$ cat src/rtl/avgpool_sequencer.sv
// rtl/avgpool_sequencer.sv - streaming 2x2 average-pooling sequencer with half-width line buffer
//
// Purpose: accepts a row-major IMG_W x IMG_H feature map. It sums each
// non-overlapping 2x2 window and emits the window average in row-major order.
// Optional build macro: AVGPOOL_ROUND_EN rounds to nearest with ties toward
// +inf. When the macro is undefined, the result is the floor (plain
// arithmetic shift).
//
// Ports:
//   clk        rising-edge clock
//   reset      synchronous active-high reset
//   start      begins a frame; only looked at in IDLE
//   busy       high while a frame is in progress (RUN or FLUSH)
//   done       one-cycle pulse when the last pooled output is accepted
//   in_data    input pixel, signed Q6.10
//   in_valid   in_data is valid
//   in_ready   block can accept in_data this cycle
//   out_data   pooled pixel
//   out_valid  out_data is valid
//   out_ready  downstream accepts out_data
module avgpool_sequencer #(
    parameter int DATA_WIDTH = 16,
    parameter int IMG_W      = 28,
    parameter int IMG_H      = 28
) (
    input  logic                  clk,
    input  logic                  reset,
    input  logic                  start,
    output logic                  busy,
    output logic                  done,
    input  logic [DATA_WIDTH-1:0] in_data,
    input  logic                  in_valid,
    output logic                  in_ready,
    output logic [DATA_WIDTH-1:0] out_data,
    output logic                  out_valid,
    input  logic                  out_ready
);

    localparam int CW = $clog2(IMG_W);
    localparam int RW = $clog2(IMG_H);
    localparam int LW = (IMG_W > 2) ? $clog2(IMG_W / 2) : 1;
    localparam int PW = DATA_WIDTH + 1;
    localparam int SW = DATA_WIDTH + 2;
    localparam logic [CW-1:0] COL_LAST = CW'(IMG_W - 1);
    localparam logic [RW-1:0] ROW_LAST = RW'(IMG_H - 1);

    typedef enum logic [1:0] {
        S_IDLE,
        S_RUN,
        S_FLUSH
    } state_t;

    state_t                  state_q, state_d;
    logic [CW-1:0]           col_q, col_d;
    logic [RW-1:0]           row_q, row_d;
    logic [DATA_WIDTH-1:0]   hreg_q, hreg_d;
    logic [DATA_WIDTH-1:0]   out_data_q, out_data_d;
    logic                    out_valid_q, out_valid_d;

    // One horizontal pair sum per output column, carried from the even row
    // to the odd row. Never read before written within a frame, so no reset.
    logic [PW-1:0]           linebuf_q [IMG_W/2];
    logic                    lb_we;
    logic [LW-1:0]           lb_idx;
    logic [PW-1:0]           lb_rd;

    logic                    in_fire;
    logic [PW-1:0]           pair;
    logic [SW-1:0]           sum;
    logic [SW-1:0]           rounded;
    logic [1:0]              unused_lsbs;

    assign busy      = (state_q != S_IDLE);
    // Single-entry output stage: a new pixel may enter only if the pending
    // result is empty or is being drained this same cycle.
    assign in_ready  = (state_q == S_RUN) && (!out_valid_q || out_ready);
    assign in_fire   = in_valid && in_ready;
    assign out_data  = out_data_q;
    assign out_valid = out_valid_q;

    assign lb_idx = LW'(col_q >> 1);
    assign lb_rd  = linebuf_q[lb_idx];
    assign pair   = {hreg_q[DATA_WIDTH-1], hreg_q} + {in_data[DATA_WIDTH-1], in_data};
    assign sum    = {pair[PW-1], pair} + {lb_rd[PW-1], lb_rd};

`ifdef AVGPOOL_ROUND_EN
    assign rounded = sum + SW'(2);
`else
    assign rounded = sum;
`endif

    // Dropping the two LSBs of the 18-bit sum is the arithmetic >>> 2,
    // already truncated to DATA_WIDTH; the average cannot exceed the range.
    assign unused_lsbs = rounded[1:0];

    always_comb begin
        state_d     = state_q;
        col_d       = col_q;
        row_d       = row_q;
        hreg_d      = hreg_q;
        out_data_d  = out_data_q;
        out_valid_d = out_valid_q;
        lb_we       = 1'b0;
        done        = 1'b0;

        if (out_valid_q && out_ready) begin
            out_valid_d = 1'b0;
        end

        unique case (state_q)
            S_IDLE: begin
                if (start) begin
                    state_d = S_RUN;
                    col_d   = '0;
                    row_d   = '0;
                end
            end
            S_RUN: begin
                if (in_fire) begin
                    if (!col_q[0]) begin
                        hreg_d = in_data;
                    end else if (!row_q[0]) begin
                        lb_we = 1'b1;
                    end else begin
                        out_data_d  = rounded[DATA_WIDTH+1:2];
                        out_valid_d = 1'b1;
                    end

                    if (col_q == COL_LAST) begin
                        col_d = '0;
                        row_d = (row_q == ROW_LAST) ? '0 : row_q + RW'(1);
                        if (row_q == ROW_LAST) begin
                            state_d = S_FLUSH;
                        end
                    end else begin
                        col_d = col_q + CW'(1);
                    end
                end
            end
            S_FLUSH: begin
                if (out_valid_q && out_ready) begin
                    state_d = S_IDLE;
                    done    = 1'b1;
                end
            end
            default: state_d = S_IDLE;
        endcase
    end

    always_ff @(posedge clk) begin
        if (reset) begin
            state_q     <= S_IDLE;
            col_q       <= '0;
            row_q       <= '0;
            hreg_q      <= '0;
            out_data_q  <= '0;
            out_valid_q <= 1'b0;
        end else begin
            state_q     <= state_d;
            col_q       <= col_d;
            row_q       <= row_d;
            hreg_q      <= hreg_d;
            out_data_q  <= out_data_d;
            out_valid_q <= out_valid_d;
        end
    end

    always_ff @(posedge clk) begin
        if (lb_we) begin
            linebuf_q[lb_idx] <= pair;
        end
    end

endmodule
$ cat config.mk
export PLATFORM = sky130hd
export DESIGN_NAME = avgpool_sequencer
export DESIGN_NICKNAME = d
export VERILOG_FILES = /design/src/rtl/avgpool_sequencer.sv
export SDC_FILE = /design/constraint.sdc
export NUM_CORES = 1
export LEC_CHECK = 0
export ABC_AREA = 1
export CORE_MARGIN = 1
export CORE_UTILIZATION = 50
export DETAILED_ROUTE_END_ITERATION = 7
export GPL_TIMING_DRIVEN = 1
export HOLD_SLACK_MARGIN = 0.03
export PLACE_DENSITY_LB_ADDON = 0.25
export SLEW_MARGIN = 20
export SYNTH_ARGS = -nofsm -noshare
export SYNTH_HDL_FRONTEND = slang
export SYNTH_SLANG_ARGS = --single-unit
$ cat constraint.sdc
create_clock -name clk -period 9.27 [get_ports clk]
set_input_delay 0.927 -clock clk [delete_from_list [all_inputs] [get_ports clk]]
set_output_delay 0.927 -clock clk [all_outputs]
set_load 0.02 [all_outputs]
-- Yosys cells after proc, flatten, opt, wreduce, memory -nomap -nowiden
Memories as Yosys holds them, arrays and structs flattened. A register that Yosys moved wholly into a read port is not among the register bits.
Index checks and enable logic that the tools add are counted.
- multiplexer cells: 29
- reduce and logical (&&, ||, !) cells: 13
- add/subtract/negate cells: 4
- bitwise gates (word level): 1
- eq/ne operators: 9
- operators by type and width (operator ; number):
    5-bit 2-to-1 mux ; 6
    5-bit one-hot mux with 2 select lines ; 2
    17-bit by 17-bit adder with 18-bit output ; 1
    16-bit by 16-bit adder with 17-bit output ; 1
    1-bit 2-to-1 mux ; 13
    5-bit by 1-bit adder with 5-bit output, second input constant ; 2
    5-bit == test, second input constant ; 2
    2-bit 2-to-1 mux ; 5
    4-bit 2-to-1 mux ; 2
    4-bit AND reduction ; 2
    2-bit inequality test, second input constant ; 3
    2-bit one-hot mux with 3 select lines ; 1
    3-bit AND reduction ; 2
    5-bit AND reduction ; 1
    2-bit by 1-bit inequality test with 1-bit output, second input constant ; 2
    2-bit nonzero test ; 2
    1-bit logical AND ; 3
    2-bit by 1-bit == test with 1-bit output, second input constant ; 1
    2-bit == test, second input constant ; 1
    2-bit logical NOT ; 1
    1-bit logical NOT ; 1
    1-bit logical OR ; 1
    1-bit NOT ; 1
- output and inout bits: 20
- RAM bits: 238
- logic and storage cells: 63
- memories: 1
- bits in registers: 45
- bits of input ports: 21
- memories (name ; depth ; bits a word ; rd ports ; clocked after Yosys merged registers in ; write ports ; line ; text):
    linebuf_q ; 14 ; 17 ; 1 ; 1 ; 1 ; 62 ; logic [PW-1:0] linebuf_q [IMG_W/2];

-- Logic depth before layout (Yosys ltp)
Gate-level depths: netlist of the first run.
- depth in word-level cells: 8
- gate-level depth with buffers: 22

-- Worst setup path before layout of the first run
OpenSTA, ideal clock, no wires.
- path kind: input port to flip-flop
- from: input port in_data[4]
- to: register out_data_q[14] (netlist: out_data[14])
- slack: 5430 ps
- required time: 9153 ps
- setup time: 117 ps
- cell stages on the path: 15
- arrival time: 3723 ps
- cells stage by stage: ha_1 inv_1 nor3_1 a21oi_1 o21ai_0 a31oi_1 xnor2_1 ha_1 a21oi_1 inv_1 a31oi_1 o221a_2 a21oi_1 nor2_1 nor2_1
- longest elaborated chain between the ends: 2
- RTL lines (item ; line ; text):
    start: declaration ; 31 ; input logic [DATA_WIDTH-1:0] in_data,
    16-bit by 16-bit adder with 17-bit output ; 83 ; assign pair = {hreg_q[DATA_WIDTH-1], hreg_q} + {in_data[DATA_WIDTH-1], in_data};
    net pair[11] ; 68 ; logic [PW-1:0] pair;
    17-bit by 17-bit adder with 18-bit output ; 84 ; assign sum = {pair[PW-1], pair} + {lb_rd[PW-1], lb_rd};
    end signal: assignment ; 163 ; out_data_q <= out_data_d;
    end: declaration ; 57 ; logic [DATA_WIDTH-1:0] out_data_q, out_data_d;
The timed path passes the listed nets, and every way through them passes these cells.
A chain may end at the register's enable or synchronous reset.

-- Final worst setup path of the first run
- from: input port in_data[0]
- to: register out_data_q[15] (netlist: out_data[15])
The elaborated chain is that of the path after synthesis.

==> impl_metrics.yaml, run 1 <==
global_route:
  grt.overflow.total: 0
  grt_util_all_layers_pct: 24.6
  grt_max_degree: 91
  grt_pass1_vias: 8649
  antenna_found_initial: 1
  grt_pass1_wl_um: 48500
critical_path:
  r2r_setup_slack_ns: 5.00
  critPathTopFamily: "compound AO/OA/AOI/OAI gates"
  startpoint_type: "input port"
  cp_common_cell: "nand2_1"
  path_class: "input port to flop"
  required_ns: 9.75
  crit_end: "out_data[15]"
  reg2reg_depth: 14
  cp-end-kind: "flop"
  cp_cell_sequence: "clkdlybuf4s50_1 -> ha_1 -> fa_1 -> nand3_1 -> nand2_1 -> nand2_1 -> nand2_1 -> nand2_1 -> a21oi_1 -> a31oi_1 -> o21ai_0 -> nand2_1 -> a21oi_1 -> inv_1 -> ha_1 -> nand2_1 -> nor2_1 -> a211oi_1 -> nand3_1 -> a31oi_1"
  cp.depth: 20
  crit_fanout: 15
  crit_path_max_incr_delay_ns: 0.49
  path_buf_inv: 2
  reg2reg_to: "out_data[12]"
  cp-startpoint: "in_data[0]"
  worst_ep_arrival_time_ns: 5.00
  critPathSlowestCell: "clkdlybuf4s50_1"
cts:
  post_cts_buffers: 0
  clockBufferDepth: 3
  cts_root_buffer: "clkbuf_16"
  clkTransAtPathRegs_ns: 0.06
  cts_tree: "yes"
  cts_made_buffers: 29
  clk_latency_ns: 0.55
  cts_hold_buf: 0
  cts_resized: 0
  htree_levels: 1
  cts_sinks: 287
synthesis:
  synth_most_common_cell: "edfxtp_1"
  synth-edff-count: 238
  synth-seq-cells: 287
  yosysTopAreaCell: "edfxtp_1"
  async_flop_share_pct: 0
  ys.flop_type: "edfxtp_1"
  syn-instance-count: 1180
  synthTopCellsByArea: "edfxtp_1 (56%), dfxtp_1 (7.7%), o21ai_0 (6.3%)"
  ys_warn_count: 0
  synth_common_cells: "edfxtp_1 (238), nor2_1 (201), o21ai_0 (160), nand2_1 (122), a21oi_1 (74)"
  synth_top_area_share_pct: 56.4
  synthDistinctLibCells: 44
  syn_nets: 1236
  synthesis.area_um2: 12700
  seq_area_frac_synth_pct: 64.1
  syn_avg_cell_area_um2: 10.7
timing:
  fmaxAchievable_ghz: 0.221
  rsz0062_at_grt: "no"
  slew_headroom_pct: 31.5
  final.period_utilization_pct: 48.8
  fin_skew_ns: 0.00950
  finalSetupTns_ns: 0
  min_period_ns: 4.52
  slew_violations: 0
  hold_viol: 0
  worst_slack_ns: 4.75
  worst_pin_slew_ns: 1.02
  setup_viol: 0
placed_design:
  gp_congestion: 0.941
  place_area_um2: 13500
  dp_hpwl_um: 18900
  numPortBuffers: 40
  place_ws_ns: 4.27
drt:
  drtIter0Drc: 885
  route.detailed.drc: 0
  viasPerCell: 5.76
  wirelength_um: 31200
  firstDrtPassIters: 6
  ant_nets: 0
  dr_total_vias: 8984
  routedWlPerCell_um: 20.0
power:
  ir_drop_mv: 0.133
  pwr_density_cell_nw_per_um2: 239
  p_leak_uw: 0.00519
floorplanning:
  ios: 41
  coreArea_um2: 24600
  die_h_um: 161
  rows: 57
  start_util_pct: 51.5
  die_w_um: 161
  die_area_um2: 26000
final_layout:
  nets: 1274
  areaGrowthSynthToFinish_pct: 13.5
  fin_area_um2: 14400
  fillers: 2010
  drive_above_1_share_pct: 8.10
  diodes: 0
run_status:
  outcome: "finished, final reports clean"
worst_hold_path:
  hold_class: "flop to flop"
flow_run:
  maxCapViolCount: 0
-- worst min-delay path by stage --
| stage | endpoint | cells past startpoint | startpoint | slack (ns) |
|---|---|---|---|---|
| 6_report | row_q[1] | 2 | row_q[1] | 0.50 |
| 5_1_grt | row_q[1] | 2 | row_q[1] | 0.53 |
| 4_1_cts | row_q[1] | 2 | row_q[1] | 0.50 |
| 3_5_place_dp | row_q[1] | 2 | row_q[1] | 0.49 |
| 3_3_place_gp | row_q[1] | 2 | row_q[1] | 0.48 |
| 2_1_floorplan | row_q[1] | 2 | row_q[1] | 0.46 |
-- metal layers --
layer / share of wire, % / wire [um] / GRT usage [%]
met3: 6.5 / 2040 / 3.67
met1: 43 / 13300 / 33.4
met4: 4.1 / 1290 / 10.7
met2: 47 / 14500 / 39.6
met5: 0.038 / 12 / 0
-- report_power, final --
group	internal [uW]	switching (uW)	total, uW
clock	608	463	1070
combinational	228	547	775
sequential	1570	20.7	1590
total	2410	1030	3440
-- per-stage QoR --
stage               cells  hold WS [ns]  utilization (%)  total power [uW]
floorplan            1180         0.461                -              2140
global placement     1511         0.484             54.8              2370
detailed placement   1511         0.490             54.9              2380
CTS                  1559         0.498             58.4              3430
global route         1559         0.531             58.5              3590
finish               1559         0.497             58.5              3440
-- layout make-up --
type | instances | area [um2] | area share [%]
flip-flops and latches | 287 | 8130 | 56.5
multi-input cells | 770 | 4170 | 29.0
clock buffers | 40 | 817 | 5.68
repair buffers | 62 | 566 | 3.93
well taps | 324 | 405 | 2.82
inverters | 68 | 256 | 1.78
clock inverters | 8 | 42.5 | 0.296
-- cell families after synthesis --
| logic type | Yosys count | share of synthesized area, % |
|---|---|---|
| AOI/OAI and AO/OA | 317 | 14.1 |
| and+or+nand+nor | 397 | 13.0 |
| xor gates and xnor gates | 21 | 1.45 |
| adders and majority gates | 35 | 3.51 |
| buffers and inverters | 123 | 3.78 |
| DFF | 287 | 64.1 |
-- sequential cells by signal, summed over array words and instances, names as in the netlist, named ones only --
name and count:
state_q 2, row_q 5, out_valid 1, col_q 5, linebuf_q 238, out_data 16, hreg_q 16
-- cell usage in the layout, fill, tap and decap left out, drive strengths merged, types with 6 or more instances in the layout --
| cell | count |
|---|---|
| a21oi | 75 |
| nand2 | 125 |
| inv | 69 |
| o221ai | 25 |
| o22ai | 23 |
| clkbuf | 40 |
| nand3 | 40 |
| ha | 34 |
| dfxtp | 49 |
| edfxtp | 238 |
| o21ai | 168 |
| buf | 22 |
| nor3 | 21 |
| clkinv | 7 |
| xor2 | 17 |
| nor2 | 204 |
| o211ai | 8 |
| clkdlybuf4s50 | 40 |
| a31oi | 6 |
-- worst reg2reg max path, cell delays in order (launching register included) --
cell and delay (ns):
dfxtp_4 0.73, clkinv_2 0.58, buf_4 0.58, o21ai_0 0.30, o22ai_1 0.11, o211ai_1 0.19
o21ai_0 0.17, ha_1 0.43, a21o_1 0.22, a31oi_1 0.25, o21ai_0 0.12, a21boi_0 0.24
a21oi_1 0.10, nor2_1 0.11, nor2_1 0.05
Power figures use the tool's default switching activity.
==> inputs of run 2 (changes only) <==
Clock period 9.27 ns to 3.7 ns, I/O delays scaled along.
==> impl_metrics.yaml, run 2 (synthesis results as in run 1) <==
cts:
  htree_levels: 1
  cts_resized: 0
  cts_sinks: 287
  cts_made_buffers: 30
  cts_root_buffer: "clkbuf_16"
  cts_hold_buf: 0
  clkTransAtPathRegs_ns: 0.06
  clk_latency_ns: 0.56
  post_cts_buffers: 0
  cts_tree: "yes"
  clockBufferDepth: 3
critical_path:
  crit_path_max_incr_delay_ns: 0.53
  startpoint_type: "flop"
  path_buf_inv: 1
  cp_cell_sequence: "inv_1 -> o21ai_0 -> o22ai_1 -> a21oi_1 -> o21ai_0 -> ha_1 -> a21o_1 -> a31oi_1 -> o21ai_0 -> a21boi_0 -> a21oi_1 -> nor2_1 -> nor2_1"
  cp-end-kind: "flop"
  path_class: "flop to flop"
  critPathTopFamily: "compound AO/OA/AOI/OAI gates"
  crit_fanout: 14
  cp_common_cell: "o21ai_0"
  required_ns: 4.15
  worst_ep_arrival_time_ns: 3.81
  critPathSlowestCell: "inv_1"
timing:
  finalSetupTns_ns: 0
  rsz0062_at_grt: "no"
  min_period_ns: 3.36
  slew_violations: 0
  slew_headroom_pct: 52.7
  hold_viol: 0
  setup_viol: 0
  final.period_utilization_pct: 90.9
  worst_pin_slew_ns: 0.708
  fin_skew_ns: 0.0146
  worst_slack_ns: 0.338
  fmaxAchievable_ghz: 0.297
global_route:
  grt_pass1_wl_um: 48800
  grt_pass1_vias: 9027
  grt_max_degree: 119
  busiest_layer: "met2"
  antenna_found_initial: 0
  use_met3_pct: 3.00
  grt.overflow.total: 0
  use_met2_pct: 41.4
  grt_util_all_layers_pct: 24.4
  grt.met1_usage_pct: 33.1
placed_design:
  numPortBuffers: 40
  gp_congestion: 0.901
  place_ws_ns: -0.121
  dp_hpwl_um: 19500
final_layout:
  final_cell_mix: "edfxtp_1 (238), nor2_1 (193), o21ai_0 (160)"
  multi_input_area_um2: 4120
  areaGrowthSynthToFinish_pct: 17.6
  seq_area_um2: 8130
  nets: 1337
  diodes: 0
  layout_commonest_cell: "edfxtp_1"
  drive_above_1_share_pct: 12.0
  largest_reg_flops: 238
  regMostFlops: "linebuf_q"
  fillers: 2027
drt:
  routedWlPerCell_um: 19.0
  route.detailed.drc: 0
  dr_total_vias: 9306
  viasPerCell: 5.72
  drtIter0Drc: 748
  ant_nets: 0
  wirelength_um: 31000
  firstDrtPassIters: 5
floorplanning:
  die_area_um2: 26000
  ios: 41
  rows: 57
  start_util_pct: 51.5
  coreArea_um2: 24600
  die_h_um: 161
  die_w_um: 161
power:
  pwr_density_cell_nw_per_um2: 601
  ir_drop_mv: 0.391
  power.total_uw: 8960
  p_leak_uw: 0.00550
worst_hold_path:
  hold_class: "input port to flop"
  hold_path_startpoint: "in_data[4]"
flow_run:
  maxCapViolCount: 0
run_status:
  outcome: "finished, final reports clean"
[run 2: changes by cell type in the layout (fill, tap and decap cells not counted), sizes merged]
| cell | change |
|---|---|
| buf | +62 |
| bufinv | +1 |
| clkbuf | -3 |
| clkinv | +9 |
| clkinvlp | +2 |
| inv | -2 |
[run 2: per-stage QoR]
step / hold slack [ns] / util [%] / instance area [um2] / instances
floorplan: 0.461 / - / 12700 / 1180
global placement: 0.483 / 56.9 / 14000 / 1573
detailed placement: 0.485 / 56.9 / 14000 / 1573
CTS: 0.413 / 60.6 / 14900 / 1628
global route: 0.455 / 60.6 / 14900 / 1628
finish: 0.434 / 60.6 / 14900 / 1628
[run 2: worst paths after layout]
path / end / slack, ns / depth (start not counted)
setup / recovery: out_data[12] / 0.34 / 13
hold / removal: hreg_q[4] / 0.43 / 3
setup reg to reg: out_data[12] / 0.34 / 13
hold reg to reg: row_q[1] / 0.50 / 2
[run 2: per-layer routing]
metal  wire length (um)  share of wire, %  up-vias
met5                  0                 0        -
met4                707               2.3        0
met3               1930               6.2       52
met2              15000                49      320
met1              13300                43     4496
li1                   -                 -     4438
[run 2: area by class of cell]
type	instances	share of cell area (%)
clock buffer	37	5.21
inverter	68	1.72
sequential	287	54.6
tap	324	2.72
multi-input combinational	770	27.6
clock inverter	18	0.898
timing repair buffer	124	7.25
[run 2: where the power goes]
group	internal (uW)	total, uW	switching (uW)	leakage, uW
logic	815	2220	1400	0.00253
registers	3930	3970	44.0	0.00254
clock network	1560	2770	1210	0.000438
[run 2: worst reg2reg max path, stage by stage, from the launching register on]
cell      delay, ns
dfxtp_1        0.34
inv_1          0.53
o21ai_0        0.20
o22ai_1        0.16
a21oi_1        0.08
o21ai_0        0.53
ha_1           0.36
a21o_1         0.20
a31oi_1        0.20
o21ai_0        0.10
a21boi_0       0.27
a21oi_1        0.11
nor2_1         0.12
nor2_1         0.05
